--- config.mk ---
export PLATFORM = sky130hd
export DESIGN_NAME = data_mem_arbiter
export DESIGN_NICKNAME = d
export VERILOG_FILES = /design/src/rtl/data_mem_arb_pkg.sv /design/src/rtl/arb_burst_counter.sv /design/src/rtl/data_mem_arbiter.sv
export SDC_FILE = /design/constraint.sdc
export NUM_CORES = 1
export LEC_CHECK = 0
export ABC_AREA = 1
export CELL_PAD_IN_SITES_DETAIL_PLACEMENT = 0
export CELL_PAD_IN_SITES_GLOBAL_PLACEMENT = 1
export CORE_MARGIN = 2
export CORE_UTILIZATION = 18
export CTS_BUF_LIST = sky130_fd_sc_hd__clkbuf_2 sky130_fd_sc_hd__clkbuf_4 sky130_fd_sc_hd__clkbuf_8
export CTS_CLUSTER_SIZE = 24
export DETAILED_ROUTE_END_ITERATION = 7
export MAX_ROUTING_LAYER = met4
export PLACE_DENSITY_LB_ADDON = 0.3
export SYNTH_ARGS = -nofsm -noshare
export SYNTH_HDL_FRONTEND = slang
export SYNTH_SLANG_ARGS = --single-unit
export TNS_END_PERCENT = 10
--- constraint.sdc ---
create_clock -name clk -period 2.1 [get_ports clk]
set_clock_uncertainty 0.2 [all_clocks]
set_input_delay 0.42 -clock clk [delete_from_list [all_inputs] [get_ports clk]]
set_output_delay 0.42 -clock clk [all_outputs]
set_load 0.02 [all_outputs]
--- src/rtl/data_mem_arb_pkg.sv ---
// rtl/data_mem_arb_pkg.sv - shared state/requester types and parameter defaults for data_mem_arbiter
package data_mem_arb_pkg;

    localparam int ADDR_W_DEFAULT    = 10;
    localparam int BURST_MAX_DEFAULT = 4;

    typedef enum logic [1:0] {
        IDLE = 2'd0,
        CORE = 2'd1,
        DMA  = 2'd2
    } arb_state_t;

    typedef enum logic {
        REQ_CORE = 1'b0,
        REQ_DMA  = 1'b1
    } req_id_t;

endpackage

--- src/rtl/arb_burst_counter.sv ---
// rtl/arb_burst_counter.sv - counts consecutive DMA beats; clear together with inc restarts at 1
module arb_burst_counter #(
    parameter int BURST_MAX = 4
) (
    input  logic clk,
    input  logic reset,
    input  logic inc,
    input  logic clear,
    output logic at_limit
);

    localparam int CW = $clog2(BURST_MAX + 1);

    logic [CW-1:0] count;

    always_ff @(posedge clk or posedge reset) begin
        if (reset) begin
            count <= '0;
        end else if (clear) begin
            count <= inc ? CW'(1) : '0;
        end else if (inc) begin
            count <= count + CW'(1);
        end
    end

    assign at_limit = (count == CW'(BURST_MAX));

endmodule

--- src/rtl/data_mem_arbiter.sv ---
// rtl/data_mem_arbiter.sv - core/DMA data-memory arbiter, round-robin with DMA bursts
// Define DATA_MEM_ARB_FIXED_PRIO_EN for strict core priority (BURST_MAX then unused).
module data_mem_arbiter
    import data_mem_arb_pkg::*;
#(
    parameter int ADDR_W    = ADDR_W_DEFAULT,
    parameter int BURST_MAX = BURST_MAX_DEFAULT
) (
    input  logic        clk,
    input  logic        reset,
    input  logic        coreReq,
    input  logic        coreWe,
    input  logic [31:0] coreAddr,
    input  logic [31:0] coreWdata,
    output logic        coreGnt,
    output logic        coreRvalid,
    output logic [31:0] coreRdata,
    input  logic        dmaReq,
    input  logic        dmaWe,
    input  logic [31:0] dmaAddr,
    input  logic [31:0] dmaWdata,
    output logic        dmaGnt,
    output logic        dmaRvalid,
    output logic [31:0] dmaRdata,
    output logic        memWrite,
    output logic [31:0] memAddress,
    output logic [31:0] memWriteData,
    input  logic [31:0] memReadData,
    output logic        busy
);

    arb_state_t state, state_next;
    req_id_t    last_gnt;

    // Upper address bits are deliberately dropped: addresses wrap into the memory.
    logic unused_addr_bits;
    assign unused_addr_bits = ^{coreAddr[31:ADDR_W], dmaAddr[31:ADDR_W]};

`ifdef DATA_MEM_ARB_FIXED_PRIO_EN
    always_comb begin
        state_next = IDLE;
        if (coreReq) begin
            state_next = CORE;
        end else if (dmaReq) begin
            state_next = DMA;
        end
    end
`else
    logic burst_at_limit;
    logic dma_continue;

    always_comb begin
        state_next = IDLE;
        if (coreReq && dmaReq) begin
            if (state == DMA && !burst_at_limit) begin
                state_next = DMA;
            end else if (last_gnt == REQ_DMA) begin
                state_next = CORE;
            end else begin
                state_next = DMA;
            end
        end else if (coreReq) begin
            state_next = CORE;
        end else if (dmaReq) begin
            state_next = DMA;
        end
    end

    // A DMA beat either extends the running burst or starts a fresh one at count 1.
    assign dma_continue = (state == DMA) && (state_next == DMA) && !burst_at_limit;

    arb_burst_counter #(
        .BURST_MAX (BURST_MAX)
    ) u_burst_counter (
        .clk      (clk),
        .reset    (reset),
        .inc      (state_next == DMA),
        .clear    (!dma_continue),
        .at_limit (burst_at_limit)
    );
`endif

    always_ff @(posedge clk or posedge reset) begin
        if (reset) begin
            state <= IDLE;
        end else begin
            state <= state_next;
        end
    end

    always_ff @(posedge clk or posedge reset) begin
        if (reset) begin
            last_gnt     <= REQ_DMA;
            memWrite     <= 1'b0;
            memAddress   <= '0;
            memWriteData <= '0;
            coreRvalid   <= 1'b0;
            dmaRvalid    <= 1'b0;
        end else begin
            coreRvalid <= (state == CORE) && !memWrite;
            dmaRvalid  <= (state == DMA) && !memWrite;
            memWrite   <= 1'b0;
            case (state_next)
                CORE: begin
                    last_gnt     <= REQ_CORE;
                    memWrite     <= coreWe;
                    memAddress   <= {{(32-ADDR_W){1'b0}}, coreAddr[ADDR_W-1:0]};
                    memWriteData <= coreWdata;
                end
                DMA: begin
                    last_gnt     <= REQ_DMA;
                    memWrite     <= dmaWe;
                    memAddress   <= {{(32-ADDR_W){1'b0}}, dmaAddr[ADDR_W-1:0]};
                    memWriteData <= dmaWdata;
                end
                default: ;
            endcase
        end
    end

    assign coreGnt   = (state == CORE);
    assign dmaGnt    = (state == DMA);
    assign busy      = (state != IDLE);
    assign coreRdata = coreRvalid ? memReadData : '0;
    assign dmaRdata  = dmaRvalid ? memReadData : '0;

endmodule
**Word level (Yosys, flattened, before mapping)**

Cells that the tools add are included.

- Add/subtract/negate cells: 1
- Equality and inequality tests: 6
- Muxes and demuxes: 14
- Reductions and logical operators: 10

Operators with widths:

| kind | number |
|---|---|
| 32-bit case mux with 2 select lines | 2 |
| 32-bit 2-to-1 mux | 2 |
| 2-bit 2-to-1 mux | 5 |
| 1-bit logical AND | 6 |
| 3-bit 2-to-1 mux | 2 |
| 2-bit by 1-bit == test with 1-bit output (second input constant) | 2 |
| 2-bit == test (second input constant) | 2 |
| 1-bit case mux with 2 select lines | 2 |
| 2-bit nonzero test | 2 |
| 3-bit by 1-bit adder with 3-bit output (second input constant) | 1 |
| 3-bit == test (second input constant) | 1 |
| 1-bit zero test | 2 |
| 2-bit by 1-bit inequality test with 1-bit output (second input constant) | 1 |
| 1-bit 2-to-1 mux | 1 |

- Word-level logic and storage cells: 39
- Register bits after elaboration: 73
- Bits of input ports: 166
- Output and inout bits: 134

**Depth between registers and ports, before layout**

Gate-level depths: netlist of the first run.

- Depth after elaboration: 9
- Mapped depth: 12
- Gate-level depth less buffers: 10

**Cells and area by module**

A second synthesis of the first run with hierarchy kept.

- Cell total of the unflattened synthesis: 569
- Area total of the unflattened synthesis: 3500.9 um2

By module, submodules not included:

| module | seq. area each (um2) | cells an instance | area each (um2) | instances |
|---|---|---|---|---|
| data_mem_arbiter | 1202.4 | 547 | 3331.9 | 1 |
| arb_burst_counter | 75.1 | 22 | 168.9 | 1 |

**Worst setup path after synthesis of the first run**

No wires, ideal clock.

- Path kind: flip-flop to flip-flop
- Start: register u_burst_counter.count[0]
- End: register memAddress[5]
- Arrival: 1681 ps
- Stages on the path, launching flop included: 12
- Setup time: 123 ps
- Clock period less this slack: 2004 ps
- Slack: 96 ps
- Path buffers: 2
- Required time: 1777 ps
- Cell sequence: dfrtp_1 -> inv_1 -> ha_1 -> nand2_1 -> nand3_1 -> nand2_1 -> nand2_1 -> ha_1 -> buf_6 -> buf_2 -> a21oi_1 -> a21oi_2

- Cells in the longest elaborated chain, start to end: 7
- Elaborated cells on any way between the ends: 9
- Classes of those cells: eq/ne: 3; mux: 3; reduce/logical: 3

RTL lines:

| element | RTL line | source |
|---|---|---|
| start: declaration | arb_burst_counter.sv:14 | `logic [CW-1:0] count;` |
| start signal: assignment | arb_burst_counter.sv:20 | `count <= inc ? CW'(1) : '0;` |
| start signal: assignment | arb_burst_counter.sv:22 | `count <= count + CW'(1);` |
| 3-bit == test (*) | arb_burst_counter.sv:26 | `assign at_limit = (count == CW'(BURST_MAX));` |
| 1-bit zero test (*) | data_mem_arbiter.sv:55 | `if (state == DMA && !burst_at_limit) begin` |
| 1-bit logical AND (*) | data_mem_arbiter.sv:55 |  |
| 2-bit 2-to-1 mux (*) | data_mem_arbiter.sv:55 |  |
| 2-bit 2-to-1 mux (*) | data_mem_arbiter.sv:54 | `if (coreReq && dmaReq) begin` |
| net state_next[0] | data_mem_arbiter.sv:32 | `arb_state_t state, state_next;` |
| 2-bit == test / 2-bit by 1-bit == test with 1-bit output (equally long branches) | data_mem_arbiter.sv:103 | `case (state_next)` |
| 32-bit case mux with 2 select lines / 2-bit nonzero test (equally long branches) | -- |  |
| end signal: assignment | data_mem_arbiter.sv:107 | `memAddress <= {{(32-ADDR_W){1'b0}}, coreAddr[ADDR_W-1:0]};` |
| end signal: assignment | data_mem_arbiter.sv:113 | `memAddress <= {{(32-ADDR_W){1'b0}}, dmaAddr[ADDR_W-1:0]};` |
| end: declaration | data_mem_arbiter.sv:26 | `output logic [31:0] memAddress,` |

The timed path passes the listed nets; every way through them passes the cells marked *. The select of a mux whose other input is x is not followed.
A chain may end at the register's enable or synchronous reset.

**Final worst setup path of the first run**

- Start: input memReadData[14]
- End: output dmaRdata[14]

- Cells in the longest elaborated chain, start to end: 1

RTL lines:

| element | RTL line | source |
|---|---|---|
| start: declaration | data_mem_arbiter.sv:28 | `input logic [31:0] memReadData,` |
| 32-bit 2-to-1 mux | data_mem_arbiter.sv:125 | `assign dmaRdata = dmaRvalid ? memReadData : '0;` |
| end: declaration | data_mem_arbiter.sv:24 | `output logic [31:0] dmaRdata,` |

Every way passes these cells.

==> flow_metrics.py, run 1 <==
metrics = {
    "setup_path": {
        "path_depth": 4,
        "criticalPathCategory": "in2out",
        "cp_slowest_stage_delay_ns": 0.53,
        "crit_arrival_ns": 1.39,
        "cp.required_ns": 1.48,
        "reg2reg_slack_ns": 0.11,
        "crit_start": "memReadData[14]",
        "start_kind": "input pin",
        "critPathBufInv": 3,
        "timing.critical_path.to": "dmaRdata[14]",
        "cpLargestDelayFamily": "buffers and inverters",
        "path_max_fanout": 2,
        "cp_cell_sequence": "clkdlybuf4s50_1 > nand2_1 > inv_1 > dlygate4sd2_1",
        "reg2reg_to": "memWriteData[14]",
        "endpoint_kind": "output port",
        "cpMaxStageDelayCell": "clkdlybuf4s50_1",
        "worstReg2RegStart": "u_burst_counter.count[1]",
        "r2r_cells": 11,
    },
    "floorplan": {
        "io-pin-count": 300,
        "rows": 48,
        "die_width_microns": 136.1,
        "dieArea_sq_um": 18510,
        "initial_utilization_pct": 18.28,
        "coreArea_sq_um": 17180,
        "die_h_microns": 136.1,
    },
    "synth": {
        "yosysWarnings": 0,
        "ys_ff_latch": 51,
        "synth-edff-count": 0,
        "avgSynthCellArea_sq_um": 7.217,
        "synth_top_area_share_pct": 39.86,
        "syn-cell-area_sq_um": 3139,
        "synthDistinctLibCells": 24,
        "synth_area_leaders": "dfrtp_1, nand2_1, a21oi_1",
        "ys_top_cells_by_count": "nand2_1, a21oi_1, inv_1, dfrtp_1, nor2_1",
        "synth_cells": 435,
        "async_flop_share_pct": 100.0,
        "synthFlopType": "dfrtp_1",
        "yosysMostFrequentCell": "nand2_1",
        "synth.yosys.seq_area_share_pct": 40.69,
        "yosysTopAreaCell": "dfrtp_1",
    },
    "grt": {
        "grt_pass1_vias": 3567,
        "grt_overflow_total": 0,
        "grt_antenna_before_repair": 0,
        "grt_pass1_wl_microns": 18210,
        "grt_max_degree": 52,
        "grt_usage_pct": 12.92,
    },
    "clocking": {
        "clk_latency_ns": 0.30,
        "cts_tree": "done",
        "cts_made_buffers": 5,
        "clockRootBuffer": "clkbuf_8",
        "clk_pin_slew_ns": 0.11,
        "cts_sinks": 51,
        "clk_path_buf_depth": 2,
        "htreeDepth": 2,
        "cts_hold_buf": 0,
    },
    "route": {
        "routed_wl_microns": 11980,
        "via_count": 3550,
        "drc": 0,
        "wire_per_inst_microns": 13.31,
        "vias_per_cell": 3.944,
        "detail-route-antenna-nets": 0,
        "drt_iter0_markers": 83,
        "dr.pass1.iters": 4,
    },
    "sta": {
        "clock.fmax_mhz": 496.6,
        "post-route-min-period_ns": 2.014,
        "finalSetupViolCount": 0,
        "finalSetupTns_ns": 0,
        "drv_slew": 0,
        "finalHoldViolCount": 0,
        "layout_setup_ws_ns": 0.08624,
        "period_share_pct": 95.89,
    },
    "power": {
        "p_per_area_nw_per_um2": 905.3,
        "ir_worst_vdd_mv": 0.5649,
        "p_leak_uw": 0.003162,
    },
    "layout": {
        "fill_cells": 1819,
        "instances_no_fill": 900,
        "synthToLayoutAreaGrowth_pct": 84.54,
        "drive_above_1_share_pct": 8.593,
        "nets": 844,
        "regArea_sq_um": 1277,
        "num_antenna_cells": 0,
        "multi_input_area_sq_um": 1325,
    },
    "run_status": {
        "status": "finished, final reports clean",
    },
    "placement": {
        "hpwl_microns": 9259,
        "gp_congestion": 0.7327,
        "place_ws_ns": -0.2361,
        "numPortBuffers": 233,
        "dp.cells": 891,
    },
    "run": {
        "maxCapViolCount": 0,
    },
    "worst_hold_path": {
        "worstHoldPathType": "in2async",
    },
}
## cells by family after synthesis
| group | after synthesis | synth area share [%] |
|---|---|---|
| buffers and inverters | 122 | 21.76 |
| other | 1 | 0.1195 |
| adders and majority gates | 4 | 1.594 |
| DFF | 51 | 40.69 |
| AOI/OAI and AO/OA | 88 | 14.63 |
| xor gates and xnor gates | 1 | 0.2790 |
| and+or+nand+nor | 168 | 20.92 |
## how the worst min path moves through the flow
stage               cells past startpoint  startpoint  slack (ns)          endpoint
floorplan                               2    last_gnt        0.27          last_gnt
global placement                        1    memWrite        0.27         dmaRvalid
detailed placement                      1    memWrite        0.28         dmaRvalid
CTS                                     3       reset        0.28  memWriteData[11]
global route                            3       reset        0.30  memWriteData[11]
finish                                  3       reset        0.26  memWriteData[11]
## area by class of cell
type / count / area share (%)
Clock inverter: 3 / 0.3240
Timing Repair Buffer: 257 / 43.52
Clock buffer: 5 / 1.188
Multi-Input combinational cell: 283 / 22.87
Sequential cell: 51 / 22.05
Tap cell: 225 / 4.860
Inverter: 76 / 5.184
## metal layers
| metal | part of all wire (%) | GRT usage, % | wire, microns | vias up |
|---|---|---|---|---|
| met3 | 11 | 4.027 | 1348 | 5 |
| li1 | - | - | - | 1741 |
| met1 | 38 | 13.95 | 4497 | 1621 |
| met4 | 0.81 | 2.431 | 97 | 0 |
| met5 | 0 | - | 0 | - |
| met2 | 50 | 23.37 | 6039 | 183 |
## state kept, by name, summed over array words and instances (netlist names)
signal	cells
last_gnt	1
memAddress	10
memWriteData	32
coreRvalid	1
dmaRvalid	1
u_burst_counter.count	3
memWrite	1
state	2
## timing repair
action | 4_1_cts | 5_1_grt
buffers inserted | 0 | 1
pin swaps | 0 | 3
endpoints found under the setup margin | 87 | 46
gates resized for setup | 71 | 13
## through the flow
step | util (%) | area [sq um] | hold WS (ns) | power (uW)
floorplan | - | 3218 | 0.2658 | 3189
global route | 33.73 | 5793 | 0.3020 | 5630
global placement | 33.24 | 5709 | 0.2716 | 4723
finish | 33.73 | 5793 | 0.2598 | 5245
detailed placement | 33.24 | 5709 | 0.2809 | 4750
CTS | 33.30 | 5719 | 0.2779 | 5309
## report_power, final
group          leakage, uW  switching (uW)  internal (uW)  total (uW)
sequential        0.000589             216           1360        1580
combinational      0.00252            1660           1410        3060
clock            0.0000483             368            236         604
total              0.00316            2240           3000        5240
## tightest hold or removal path: stages
cell and delay (ns):
clkdlybuf4s50_1 0.41, inv_2 0.07, buf_12 0.26
## placed cells by master (no fill, tap or decap)
cell	synthesis	final
inv_1	74	71
clkdlybuf4s50_1	0	164
nand3_2	0	1
o21ai_0	1	1
dfstp_2	1	1
ha_4	0	3
conb_1	1	22
clkinv_2	0	2
nand2_1	110	109
nand4_1	1	1
inv_4	1	1
clkbuf_8	4	5
a21oi_4	0	2
nand2_2	7	8
buf_12	1	7
inv_2	0	3
a21oi_1	82	80
nor2_1	46	46
buf_6	2	2
inv_6	0	1
nand3_1	2	1
xnor2_1	1	1
a21oi_2	5	5
buf_4	26	15
dlygate4sd2_1	0	69
nor3_1	1	1
dfrtp_1	50	50
ha_1	4	1
inv_12	0	1
or2_2	1	1
(Power assumes the default switching activity.)
==> run 2, diff against run 1 <==
--- a/config.mk
+++ b/config.mk
@@ -8,7 +8,6 @@
 export ABC_AREA = 1
 export CELL_PAD_IN_SITES_DETAIL_PLACEMENT = 0
 export CELL_PAD_IN_SITES_GLOBAL_PLACEMENT = 1
-export CORE_MARGIN = 2
 export CORE_UTILIZATION = 18
 export CTS_BUF_LIST = sky130_fd_sc_hd__clkbuf_2 sky130_fd_sc_hd__clkbuf_4 sky130_fd_sc_hd__clkbuf_8
 export CTS_CLUSTER_SIZE = 24
==> flow_metrics.py, run 2 (synthesis gave the netlist of run 1 again) <==
metrics = {
    "run_status": {
        "status": "finished, final reports clean",
    },
    "layout": {
        "num_antenna_cells": 0,
        "reg_top3": "memWriteData x32, memAddress x10, u_burst_counter.count x3",
        "layout_commonest_cell": "clkdlybuf4s50_1",
        "instances_no_fill": 887,
        "drive_above_1_share_pct": 7.796,
        "nets": 836,
        "largest_reg_flops": 32,
        "final_cell_mix": "clkdlybuf4s50_1, nand2_1, a21oi_1",
        "synthToLayoutAreaGrowth_pct": 82.86,
        "fill_cells": 1772,
        "largest_register": "memWriteData",
    },
    "setup_path": {
        "endpoint_kind": "output port",
        "criticalPathCategory": "reg2out",
        "reg2reg_slack_ns": 0.10,
        "cp_cell_sequence": "or2_2 > dlygate4sd2_1",
        "cp_slowest_stage_delay_ns": 0.47,
        "start_kind": "flop",
        "crit_arrival_ns": 1.41,
        "critPathBufInv": 1,
        "cpMaxStageDelayCell": "dfrtp_1",
        "cp.required_ns": 1.48,
        "cpLargestDelayFamily": "flip-flops",
        "path_max_fanout": 6,
    },
    "sta": {
        "finalSetupViolCount": 0,
        "finalSetupTns_ns": 0,
        "period_share_pct": 96.84,
        "finalHoldViolCount": 0,
        "post-route-min-period_ns": 2.034,
        "drv_slew": 0,
        "clock.fmax_mhz": 491.7,
        "hold_ws_ns": 0.1877,
    },
    "floorplan": {
        "coreArea_sq_um": 16820,
        "rows": 47,
        "die_width_microns": 134.1,
        "die_h_microns": 134.1,
        "io-pin-count": 300,
        "dieArea_sq_um": 17970,
        "initial_utilization_pct": 18.67,
    },
    "clocking": {
        "htreeDepth": 2,
        "clk_pin_slew_ns": 0.10,
        "clk_latency_ns": 0.31,
        "clk_path_buf_depth": 2,
        "cts_made_buffers": 5,
        "cts_sinks": 51,
        "clockRootBuffer": "clkbuf_8",
        "cts_hold_buf": 0,
        "cts_tree": "done",
    },
    "route": {
        "routed_wl_microns": 11920,
        "wire_per_inst_microns": 13.44,
        "via_count": 3496,
        "drc": 0,
        "vias_per_cell": 3.941,
        "detail-route-antenna-nets": 0,
        "dr.pass1.iters": 4,
        "drt_iter0_markers": 103,
    },
    "placement": {
        "gp_congestion": 0.7586,
        "dp.cells": 877,
        "hpwl_microns": 9158,
        "numPortBuffers": 233,
    },
    "power": {
        "p_per_area_nw_per_um2": 931.8,
        "p_leak_uw": 0.003131,
        "ir_worst_vdd_mv": 0.3900,
    },
    "grt": {
        "grt_usage_pct": 13.49,
        "grt_pass1_wl_microns": 18230,
        "grt_max_degree": 44,
        "grt_pass1_vias": 3544,
        "grt_antenna_before_repair": 0,
        "grt_overflow_total": 0,
    },
    "worst_hold_path": {
        "worstHoldPathType": "in2async",
    },
    "run": {
        "maxCapViolCount": 0,
    },
}
## run 2: layer usage
metal	wire [microns]	GRT usage, %	part of all wire, %
met5	0	-	0
met4	108	2.996	0.91
met3	1015	3.515	8.5
met2	6083	24.90	51
met1	4712	14.32	40
## run 2: per-stage QoR
stage	util (%)	area, sq um	setup slack [ns]	power, uW
after floorplan	-	3218	0.09578	3189
after global placement	33.57	5645	-0.2339	4718
after detailed placement	33.57	5645	-0.2446	4743
after CTS	33.85	5693	0.02898	5423
final	34.13	5741	0.06636	5349
after global routing	34.13	5741	-0.02821	5740
## run 2: final cells by class
cell class,count,area (sq um),area share (%)
Timing Repair Buffer,249,2465,42.94
Multi-Input combinational cell,283,1315,22.91
Sequential cell,51,1277,22.25
Inverter,76,295.3,5.144
Tap cell,220,275.3,4.795
Clock buffer,5,68.82,1.199
Clock inverter,3,43.79,0.7629
## run 2: worst paths after layout
| kind | from | end | depth (start not counted) |
|---|---|---|---|
| max in group asynchronous | reset | memWriteData[4] | 3 |
| min in group clk | memWrite | dmaRvalid | 1 |
| setup / recovery | state[1] | busy | 2 |
| hold reg to reg | memWrite | dmaRvalid | 1 |
| hold / removal | reset | memWriteData[14] | 2 |
| setup reg to reg | u_burst_counter.count[0] | memWriteData[9] | 11 |
## run 2: what timing repair did
action                     in CTS  in global routing
setup endpoints to repair     108                 45
resized for setup              70                  9
pin swaps                       0                  1
buffers inserted                0                  2
## run 2: power breakdown
group | internal (uW) | total, uW | switching (uW)
logic | 1400 | 3050 | 1650
clock network | 356 | 722 | 366
registers | 1360 | 1580 | 220
total | 3110 | 5350 | 2240
==> run 3, diff against run 2 <==
--- a/config.mk
+++ b/config.mk
@@ -6,6 +6,7 @@
 export NUM_CORES = 1
 export LEC_CHECK = 0
 export ABC_AREA = 1
+export CAP_MARGIN = 30
 export CELL_PAD_IN_SITES_DETAIL_PLACEMENT = 0
 export CELL_PAD_IN_SITES_GLOBAL_PLACEMENT = 1
 export CORE_UTILIZATION = 18
==> results of run 3 <==
The final DEF is identical to that of run 2; final timing and power are the same.
